[config.mk]
export PLATFORM = sky130hd
export DESIGN_NAME = adc_lane_deskew
export DESIGN_NICKNAME = d
export VERILOG_FILES = /design/src/rtl/adc_input_pkg.sv /design/src/rtl/adc_lane_window_search.sv /design/src/rtl/adc_lane_deskew.sv
export SDC_FILE = /design/constraint.sdc
export NUM_CORES = 1
export LEC_CHECK = 0
export ABC_AREA = 1
export CAP_MARGIN = 25
export CORE_UTILIZATION = 60
export CTS_CLUSTER_SIZE = 14
export DETAILED_ROUTE_END_ITERATION = 8
export DONT_BUFFER_PORTS = 1
export PLACE_DENSITY = 0.79
export SLEW_MARGIN = 20
export SYNTH_ARGS = -nofsm -noshare
export SYNTH_HDL_FRONTEND = slang
export SYNTH_HIERARCHICAL = 1
export SYNTH_SLANG_ARGS = --single-unit
[constraint.sdc]
create_clock -name adc_clk -period 2.63 [get_ports adc_clk]
set_input_delay 0.3945 -clock adc_clk [delete_from_list [all_inputs] [get_ports adc_clk]]
set_output_delay 0.3945 -clock adc_clk [all_outputs]
set_load 0.005 [all_outputs]
[src/rtl/adc_input_pkg.sv]
// Shared types and defaults for the ADC lane deskew engine.
// Pure declarations: no latency, no flow control.
package adc_input_pkg;

  typedef enum logic [2:0] {
    IDLE,
    LOAD,
    SETTLE,
    CHECK,
    NEXT_TAP,
    APPLY,
    NEXT_LANE,
    DONE
  } state_t;

  localparam int DEF_TAP_W  = 5;
  localparam int DEF_N_TAPS = 32;

  function automatic int lane_idx_w(input int n);
    return (n > 1) ? $clog2(n) : 1;
  endfunction

endpackage

[src/rtl/adc_lane_window_search.sv]
// Tracks the current and widest run of passing taps and derives the window centre.
// Window registers update one cycle after upd; centre is combinational from best; no backpressure.
module adc_lane_window_search #(
  parameter int TAP_W = 5
) (
  input  logic             adc_clk,
  input  logic             adc_rst,
  input  logic             clear,
  input  logic             upd,
  input  logic             pass,
  input  logic [TAP_W:0]   tap,
  output logic [TAP_W:0]   best_len,
  output logic [TAP_W-1:0] centre
);

  localparam logic [TAP_W:0] ONE = 1;

  logic [TAP_W:0] cur_start;
  logic [TAP_W:0] cur_len;
  logic [TAP_W:0] best_start;
  logic [TAP_W:0] nxt_start;
  logic [TAP_W:0] nxt_len;

  always_comb begin
    nxt_start = (cur_len == '0) ? tap : cur_start;
    nxt_len   = cur_len + ONE;
  end

  always_ff @(posedge adc_clk) begin
    if (adc_rst || clear) begin
      cur_start  <= '0;
      cur_len    <= '0;
      best_start <= '0;
      best_len   <= '0;
    end else if (upd) begin
      if (pass) begin
        cur_start <= nxt_start;
        cur_len   <= nxt_len;
        // strict compare keeps the earliest of equally wide windows
        if (nxt_len > best_len) begin
          best_start <= nxt_start;
          best_len   <= nxt_len;
        end
      end else begin
        cur_len <= '0;
      end
    end
  end

  assign centre = TAP_W'(best_start + ((best_len - ONE) >> 1));

endmodule

[src/rtl/adc_lane_deskew.sv]
// Per-lane IDELAY tap sweep against a training word; loads the centre of the widest passing window.
// data_out is data_in delayed one cycle; a full calibration takes N_LANES*(N_TAPS*(SETTLE+CHECK+2)+2) cycles; no backpressure.
module adc_lane_deskew
  import adc_input_pkg::*;
#(
  parameter int N_LANES       = 8,
  parameter int TAP_W         = DEF_TAP_W,
  parameter int N_TAPS        = DEF_N_TAPS,
  parameter int SETTLE_CYCLES = 16,
  parameter int CHECK_LEN     = 64
) (
  input  logic                       adc_clk,
  input  logic                       adc_rst,
  input  logic                       start,
  input  logic [2*N_LANES-1:0]       train_word,
  input  logic [2*N_LANES-1:0]       data_in,
  output logic [N_LANES-1:0]         idelay_ld,
  output logic [N_LANES*TAP_W-1:0]   idelay_cntvalue,
  output logic                       busy,
  output logic                       done,
  output logic [N_LANES-1:0]         lane_err,
  output logic [N_LANES*TAP_W-1:0]   tap_result,
  output logic [2*N_LANES-1:0]       data_out,
  output logic                       data_valid
);

  localparam int LW      = lane_idx_w(N_LANES);
  localparam int CNT_MAX = (CHECK_LEN > SETTLE_CYCLES) ? CHECK_LEN : SETTLE_CYCLES;
  localparam int CNT_W   = $clog2(CNT_MAX + 1);

  localparam logic [TAP_W:0] TAP_ONE  = 1;
  localparam logic [LW-1:0]  LANE_ONE = 1;
  localparam logic [CNT_W-1:0] CNT_ONE = 1;

  state_t           state;
  logic [LW-1:0]    lane;
  logic [LW-1:0]    lane_nx;
  logic [TAP_W:0]   tap;
  logic [CNT_W-1:0] cnt;
  logic             match;
  logic             lane_eq;
  logic [TAP_W-1:0] cnt_q [N_LANES];
  logic [TAP_W-1:0] res_q [N_LANES];

  logic             win_clr;
  logic [TAP_W:0]   win_best_len;
  logic [TAP_W-1:0] win_centre;

  assign lane_nx = lane + LANE_ONE;
  assign lane_eq = (data_in[{lane, 1'b0} +: 2] == train_word[{lane, 1'b0} +: 2]);
  assign win_clr = (state == NEXT_LANE) || (start && (state == IDLE || state == DONE));

  adc_lane_window_search #(.TAP_W(TAP_W)) u_win (
    .adc_clk  (adc_clk),
    .adc_rst  (adc_rst),
    .clear    (win_clr),
    .upd      (state == NEXT_TAP),
    .pass     (match),
    .tap      (tap),
    .best_len (win_best_len),
    .centre   (win_centre)
  );

  always_ff @(posedge adc_clk) begin
    if (adc_rst) begin
      state      <= IDLE;
      lane       <= '0;
      tap        <= '0;
      cnt        <= '0;
      match      <= 1'b0;
      idelay_ld  <= '0;
      busy       <= 1'b0;
      done       <= 1'b0;
      lane_err   <= '0;
      data_out   <= '0;
      data_valid <= 1'b0;
      for (int i = 0; i < N_LANES; i++) begin
        cnt_q[i] <= '0;
        res_q[i] <= '0;
      end
    end else begin
      idelay_ld <= '0;
      data_out  <= data_in;
      // tap loads are issued on entry to LOAD so the strobe and value coincide with that state
      case (state)
        IDLE, DONE: begin
          if (start) begin
            state      <= LOAD;
            lane       <= '0;
            tap        <= '0;
            busy       <= 1'b1;
            done       <= 1'b0;
            data_valid <= 1'b0;
            lane_err   <= '0;
            cnt_q[0]   <= '0;
            idelay_ld[0] <= 1'b1;
          end
        end
        LOAD: begin
          cnt   <= '0;
          state <= SETTLE;
        end
        SETTLE: begin
          if (cnt == CNT_W'(SETTLE_CYCLES - 1)) begin
            cnt   <= '0;
            match <= 1'b1;
            state <= CHECK;
          end else begin
            cnt <= cnt + CNT_ONE;
          end
        end
        CHECK: begin
          match <= match & lane_eq;
          if (cnt == CNT_W'(CHECK_LEN - 1)) begin
            state <= NEXT_TAP;
          end else begin
            cnt <= cnt + CNT_ONE;
          end
        end
        NEXT_TAP: begin
          if (tap == (TAP_W + 1)'(N_TAPS - 1)) begin
            state <= APPLY;
          end else begin
            tap             <= tap + TAP_ONE;
            cnt_q[lane]     <= TAP_W'(tap + TAP_ONE);
            idelay_ld[lane] <= 1'b1;
            state           <= LOAD;
          end
        end
        APPLY: begin
          idelay_ld[lane] <= 1'b1;
          if (win_best_len != '0) begin
            cnt_q[lane] <= win_centre;
            res_q[lane] <= win_centre;
          end else begin
            cnt_q[lane]    <= '0;
            res_q[lane]    <= '0;
            lane_err[lane] <= 1'b1;
          end
          state <= NEXT_LANE;
        end
        NEXT_LANE: begin
          if (lane == LW'(N_LANES - 1)) begin
            state      <= DONE;
            busy       <= 1'b0;
            done       <= 1'b1;
            data_valid <= ~|lane_err;
          end else begin
            lane               <= lane_nx;
            tap                <= '0;
            cnt_q[lane_nx]     <= '0;
            idelay_ld[lane_nx] <= 1'b1;
            state              <= LOAD;
          end
        end
        default: state <= IDLE;
      endcase
    end
  end

  for (genvar g = 0; g < N_LANES; g++) begin : g_lane
    assign idelay_cntvalue[g*TAP_W +: TAP_W] = cnt_q[g];
    assign tap_result[g*TAP_W +: TAP_W]      = res_q[g];
  end

endmodule
==> results of run 1 <==
==> power by group through the flow <==
| stage | combinational [mW] | sequential, mW | clock (mW) |
|---|---|---|---|
| 3_5_place_dp | 1.46 | 2.95 | 0 |
| 2_1_floorplan | 1.15 | 2.90 | 0 |
| 5_1_grt | 1.69 | 2.92 | 2.57 |
| 6_report | 1.53 | 2.90 | 2.44 |
| 3_3_place_gp | 1.45 | 2.95 | 0 |
| 4_1_cts | 1.49 | 2.90 | 2.47 |
==> path summary, 6_finish.rpt <==
kind / cells past startpoint / from / end
worst min register to register: 2 / cnt[1]$_SDFFE_PP0P_ / cnt[1]$_SDFFE_PP0P_
worst max-delay path: 13 / u_win/best_len[0]$_SDFFE_PP0P_ / cnt_q[2][4]$_SDFFCE_PN0P_
worst max register to register: 13 / u_win/best_len[0]$_SDFFE_PP0P_ / cnt_q[2][4]$_SDFFCE_PN0P_
worst min-delay path: 1 / adc_rst / cnt[1]$_SDFFE_PP0P_
==> layer usage <==
layer	global-route usage, %	vias up
li1	-	2906
met1	31.48	2643
met2	42.34	175
met3	6.057	30
met4	11.60	0
met5	0	-
==> final cells by class <==
class                           instances  area (um^2)
Clock buffer                           18        439.2
Clock inverter                         14        158.9
Fill cell                             963         3709
Inverter                              156        585.6
Multi-Input combinational cell        575         2918
Sequential cell                       157         3944
Tap cell                              168        210.2
Timing Repair Buffer                   18        147.6
==> synth_stat cells (3+ instances only) <==
library cell	number
nor2_1	125
clkinv_1	3
o21ai_2	4
a21oi_2	3
inv_1	148
clkbuf_1	9
nand2_2	5
xor2_1	11
o211ai_4	5
nor2_2	5
o21ai_0	29
buf_2	7
inv_2	5
nand3_2	4
ha_1	18
xnor2_1	4
dfxtp_1	77
a21oi_1	41
nand3_1	38
nand2_1	235
nor3_1	11
nand4_1	15
edfxtp_1	80
nor2_4	3
==> state kept, by name, summed over array words and instances, names as in the netlist <==
signal	flops
done	1
u_win/best_start	5
u_win/best_len	6
cnt	7
busy	1
tap	6
u_win/cur_start	5
match	1
data_out	16
u_win/cur_len	6
cnt_q	40
lane_err	8
lane	3
state	3
idelay_ld	8
res_q	40
data_valid	1
==> kinds of logic after synthesis <==
logic type	Yosys count	share of synthesized area, %
simple gates	449	25.45
compound gates	91	7.936
xor+xnor	16	1.963
buf+inv	175	8.950
fa+ha+maj	19	3.261
flops	157	52.44
==> through the flow <==
step           hold WS (ps)  util [%]  area [um^2]
6_report              32.83     69.38         8403
5_1_grt               16.11     69.38         8403
3_3_place_gp          465.5     64.16         7771
2_1_floorplan         458.1         -         7521
4_1_cts               20.75     69.10         8369
3_5_place_dp          472.2     64.16         7771
==> worst max-delay path: cells and delay by family, from the launching register on <==
family	cells	cell delay, ps
AO/OA/AOI/OAI	3	540
XOR/XNOR	1	150
adder cells (fa/ha/maj)	2	510
buffers and inverters	3	290
flip-flops	1	380
AND/OR/NAND/NOR	4	300
==> repair_timing <==
action / CTS / global route
gates resized for setup: 0 / 3
setup buffers: 0 / 1
setup endpoints to repair: 0 / 16
hold endpoints to repair: 0 / 0
==> impl_metrics.csv, run 1 <==
group,metric,value,unit
run_status,status,"complete, no violations",
worst_setup_path,crit_fanout,8,
timing,fmax,411.1,MHz
power_and_ir_drop,p_comb_share,22.2,%
drt,wl_per_cell,14.11,um
hold_path,hold_class,"in -> reg",
yosys,synth_nets,961,
worst_setup_path,critical_path.max_stage_delay,380,ps
place,io_buffers,0,
timing,skew,11.13,ps
drt,routedLengthMet1,6.682,mm
grt,grt_pass1_wl,25.68,mm
yosys,yosysTopAreaCell,"edfxtp_1",
yosys,async_flop_share,0,%
yosys,synth.distinct_cells,41,
power_and_ir_drop,power.density,818.3,nW/um^2
yosys,synth-seq-cells,157,
worst_setup_path,cp.arrival,2600,ps
clock_tree,postCtsHoldBufs,0,
worst_setup_path,crit_slowest_cell,"dfxtp_1",
die,dieHeight,114.0,um
die,start_util,62.10,%
yosys,netlist_instances,907,
drt,drt-initial-drc-count,400,
power_and_ir_drop,leakage,4.017,nW
drt,dr.pass1.iters,4,
worst_setup_path,worst_setup_path_end_kind,"flop",
drt,routed.top_layer,"met4",
power_and_ir_drop,clkPwrFrac,35.6,%
clock_tree,cts.htree.levels,4,
drt,wirelength,15.61,mm
timing,setup-tns-final,0,ps
place,dp_hpwl,11.26,mm
drt,via_count,5754,
grt,grt_pass1_vias,5341,
worst_setup_path,critPathKind,"reg -> reg",
timing,rsz0062_at_grt,"no",
place,gp_congestion,0.8952,
power_and_ir_drop,power_switching,2.215,mW
cells_and_area,insertedDiodeCount,0,
cells_and_area,final_nets,979,
worst_setup_path,crit_chain,"inv_1, ha_1, nand3_1, xor2_1, ha_1, a21o_1, a31oi_2, inv_1, nand2_1, nand2_1, o211ai_4, buf_12, nor2_1",
timing,setup_viol,0,
yosys,synth_area_leaders,"edfxtp_1 (32%), dfxtp_1 (20%), nand2_1 (12%)",
clock_tree,cts.sinks,157,
power_and_ir_drop,intPower,4.661,mW
timing,slew_violations,0,
place,pre_cts_slack,98.43,ps
yosys,synth_seq_area_share,52.44,%
clock_tree,cts_buffer_depth,2,
grt,track_usage,25.46,%
cells_and_area,area_delta_synth_final,11.73,%
cells_and_area,layout_commonest_cell,"nand2_1",
cells_and_area,fin_cells,1106,
yosys,syn_area,7521,um^2
timing,timing.final.ws_setup,197.4,ps
clock_tree,cts_tree,"done",
grt,antenna_found_initial,0,
die,io_pins,150,
grt,grt_max_degree,31,
worst_setup_path,cp.required,2800,ps
power_and_ir_drop,sw_frac_of_total,32.21,%
clock_tree,clkSlewWorstSetupHoldPaths,60,ps
power_and_ir_drop,peakVddDrop,0.0004815,V
power_and_ir_drop,pwr-share-seq,42.2,%
yosys,synth_edf_count,80,
yosys,synth_top_area_share,31.94,%
drt,drc,0,
worst_setup_path,start_kind,"flop",
drt,vias_per_cell,5.203,
clock_tree,clock_latency,430,ps
place,placedCellCount,1073,
yosys,yosysWarnings,6,
clock_tree,cts_root_buffer,"clkbuf_16",
yosys,ys.flop_type,"edfxtp_1",
run,max-cap-violations,0,
drt,wl_met3,972,um
drt,ant_nets,0,
cells_and_area,drive_gt1_share,9.915,%
timing,hold_violations,0,
die,fp.coreArea,12110,um^2
yosys,syn_area_per_cell,8.292,um^2
grt,grt-ovfl-total,0,
power_and_ir_drop,finalPower,6.876,mW
cells_and_area,final_cell_mix,"nand2_1 (235), inv_1 (148), nor2_1 (124)",
worst_setup_path,worst-r2r-setup-slack,200,ps
timing,worst_slew_pin_slew,716.6,ps
timing,period_share,92.50,%
die,row_count,40,
drt,wl_met2,7.527,mm
die,fp.dieW,114.0,um
clock_tree,numCtsBuffers,17,
die,die-area,12990,um^2
timing,maxSlewHeadroom,51.72,%
timing,period_minus_slack,2433,ps
Power figures use the tool's default switching activity.
==> run 2: changes to the inputs <==
- ABC_AREA: 1 -> unset
- CORE_MARGIN: unset -> 2
==> run 2 against run 1 <==
Effect of this change:
- sequential cell count unchanged
- critical path depth down 2
- clock skew is 3.0 ps lower
- worst setup slack lost 120 ps
- clock-buffer cell count is 1 lower
- register-to-register slack lost 120 ps
- combinational power down 78%
- power decreased by 20%
- fmax fell by 4.5%
- worst hold slack gained 9.5 ps
- utilization grew 0.19 points
- global-route usage down 0.93 points
- largest power group unchanged
- highest routed layer unchanged
==> impl_metrics.csv, run 2 <==
group,metric,value,unit
place,pre_cts_slack,-12.43,ps
timing,setup_viol,0,
yosys,synth_top_area_share,33.42,%
die,dieHeight,113.5,um
die,row_count,39,
drt,dr.pass1.iters,7,
grt,grt_max_degree,53,
yosys,syn_area_per_cell,10.65,um^2
power_and_ir_drop,leakage,3.119,nW
yosys,yosysWarnings,6,
timing,period_minus_slack,2548,ps
clock_tree,cts_root_buffer,"clkbuf_16",
power_and_ir_drop,power.density,686.6,nW/um^2
grt,grt.busiest_layer,"met2",
clock_tree,cts_tree,"done",
worst_setup_path,critPathKind,"reg -> reg",
worst_setup_path,cp.arrival,2810,ps
drt,drc,0,
grt,track_usage,24.53,%
grt,gr-usage-met1,31.38,%
power_and_ir_drop,sw_frac_of_total,23.77,%
place,gp_congestion,0.8385,
yosys,syn_area,7188,um^2
yosys,synth_nets,729,
yosys,ys.flop_type,"edfxtp_1",
place,placedCellCount,807,
timing,timing.final.ws_setup,82.15,ps
place,dp_hpwl,11.16,mm
worst_setup_path,crit_fanout,8,
grt,antenna_found_initial,0,
yosys,yosys-top-cells-count,"nor2_1 (124), edfxtp_1 (80), dfxtp_1 (77), nand2_1 (36), nand2b_1 (27)",
grt,grt_util_met3,7.014,%
cells_and_area,reg_top3,"cnt_q (40), res_q (40), data_out (16)",
cells_and_area,final_nets,739,
worst_setup_path,start_kind,"flop",
place,io_buffers,0,
cells_and_area,drive_gt1_share,13.75,%
grt,grt-ovfl-total,0,
cells_and_area,insertedDiodeCount,0,
clock_tree,clkSlewWorstSetupHoldPaths,60,ps
timing,rsz0062_at_grt,"yes",
run,max-cap-violations,0,
clock_tree,cts_buffer_depth,2,
clock_tree,clock_latency,410,ps
worst_setup_path,worst_setup_path_end_kind,"flop",
power_and_ir_drop,p_comb_share,6.2,%
timing,hold_violations,0,
die,start_util,62.16,%
worst_setup_path,cp.required,2890,ps
drt,via_count,5187,
cells_and_area,fin_cells,841,
timing,fmax,392.5,MHz
power_and_ir_drop,clkPwrFrac,44.7,%
cells_and_area,final_cell_mix,"nor2_1 (123), edfxtp_1 (80), dfxtp_1 (75)",
timing,maxSlewHeadroom,56.30,%
drt,wl_per_cell,18.69,um
drt,drt-initial-drc-count,579,
yosys,yosysMostFrequentCell,"nor2_1",
cells_and_area,area_delta_synth_final,11.92,%
cells_and_area,finalCoreUtilization,69.57,%
cells_and_area,layout_commonest_cell,"nor2_1",
drt,vias_per_cell,6.168,
yosys,synth_seq_area_share,54.87,%
timing,skew,8.169,ps
drt,wirelength,15.72,mm
die,fp.coreArea,11560,um^2
yosys,synth.distinct_cells,66,
drt,ant_nets,0,
die,fp.dieW,113.5,um
grt,grt_pass1_vias,4885,
power_and_ir_drop,power_switching,1.313,mW
yosys,async_flop_share,0,%
yosys,synth_edf_count,80,
grt,grt_pass1_wl,24.88,mm
die,io_pins,150,
power_and_ir_drop,intPower,4.211,mW
yosys,synth_area_leaders,"edfxtp_1 (33%), dfxtp_1 (21%), nor2_1 (6.5%)",
power_and_ir_drop,peakVddDrop,0.0004943,V
clock_tree,cts.sinks,157,
timing,worst_slew_pin_slew,655.5,ps
power_and_ir_drop,pwr-share-seq,49.2,%
timing,period_share,96.88,%
clock_tree,cts.htree.levels,4,
yosys,netlist_instances,675,
hold_path,hold_class,"in -> reg",
yosys,yosysTopAreaCell,"edfxtp_1",
run_status,status,"complete, no violations",
timing,slew_violations,0,
clock_tree,numCtsBuffers,17,
yosys,synth-seq-cells,157,
grt,grt_use_met2,39.64,%
die,die-area,12870,um^2
run 2: cell types whose count changed in the layout (fill, tap and decap cells not counted), moves of 16 or more:
cell / previous run / this run
mux2i_1: 0 / 19
nor2b_1: 0 / 24
nand3_1: 38 / 22
a21oi_1: 41 / 21
nand2_1: 235 / 36
o21ai_0: 29 / 6
inv_1: 148 / 21
nand2b_1: 0 / 23
run 2: worst max-delay path: stages, from the launching register on:
cell	delay, ps
dfxtp_4	370
inv_2	40
ha_4	250
inv_2	40
ha_4	150
fa_2	390
a21o_1	210
a21oi_2	140
xnor2_1	150
a21oi_1	100
a211o_2	410
nor2_2	130
run 2: timing repair:
action | 4_1_cts | 5_1_grt
hold endpoints to repair | 0 | 0
hold buffers | 0 | 0
pin swaps | 1 | 8
gates resized for setup | 2 | 19
setup endpoints to repair | 9 | 50
buffers inserted | 0 | 2
run 2: worst paths after layout:
check | start | end | slack (ps) | cells after the start
worst max-delay path | u_win/best_len[0]$_SDFFE_PP0P_ | cnt_q[4][4]$_SDFFCE_PN0P_ | 80 | 11
worst min register to register | u_win/best_len[1]$_SDFFE_PP0P_ | u_win/best_len[1]$_SDFFE_PP0P_ | 470 | 2
worst min-delay path | adc_rst | cnt[1]$_SDFFE_PP0P_ | 40 | 1
worst max register to register | u_win/best_len[0]$_SDFFE_PP0P_ | cnt_q[4][4]$_SDFFCE_PN0P_ | 80 | 11
run 2: area by class of cell:
class	instances	area, um^2
flip-flops and latches	157	3949
fillers	817	3520
multi-input cells	460	3038
clock buffers	17	425.4
repair buffers	24	180.2
well taps	143	178.9
clock inverters	15	175.2
inverters	25	98.84
run 2: routing by layer:
metal  vias up  routed length, um
met2       256               7675
met3        25               1301
li1       2420                  -
met5         -                  0
met4         0                315
met1      2486               6426
run 2: cells by family after synthesis:
family | Yosys count | share of synthesized area (%)
buf+inv | 58 | 3.777
flops | 157 | 54.87
mux | 25 | 4.212
fa+ha+maj | 19 | 3.412
xor+xnor | 28 | 3.673
compound gates | 101 | 9.730
simple gates | 287 | 20.33
run 2: through the flow:
step                      setup TNS [ps]  hold slack [ps]  power [mW]  cell area, um^2
after detailed placement          -12.43            465.2       3.105             7360
after global routing              -21.32            33.42       5.675             8045
after CTS                              0            32.77       5.540             7969
after floorplan                        0            442.8       3.011             7188
after global placement                 0            461.1       3.096             7360
final                                  0            42.31       5.524             8045
run 2: power groups by stage:
stage | clock network, mW | logic, mW | registers (mW)
2_1_floorplan | 0 | 0.267 | 2.74
3_3_place_gp | 0 | 0.325 | 2.77
3_5_place_dp | 0 | 0.332 | 2.77
4_1_cts | 2.49 | 0.335 | 2.72
5_1_grt | 2.57 | 0.375 | 2.73
6_report | 2.47 | 0.340 | 2.72
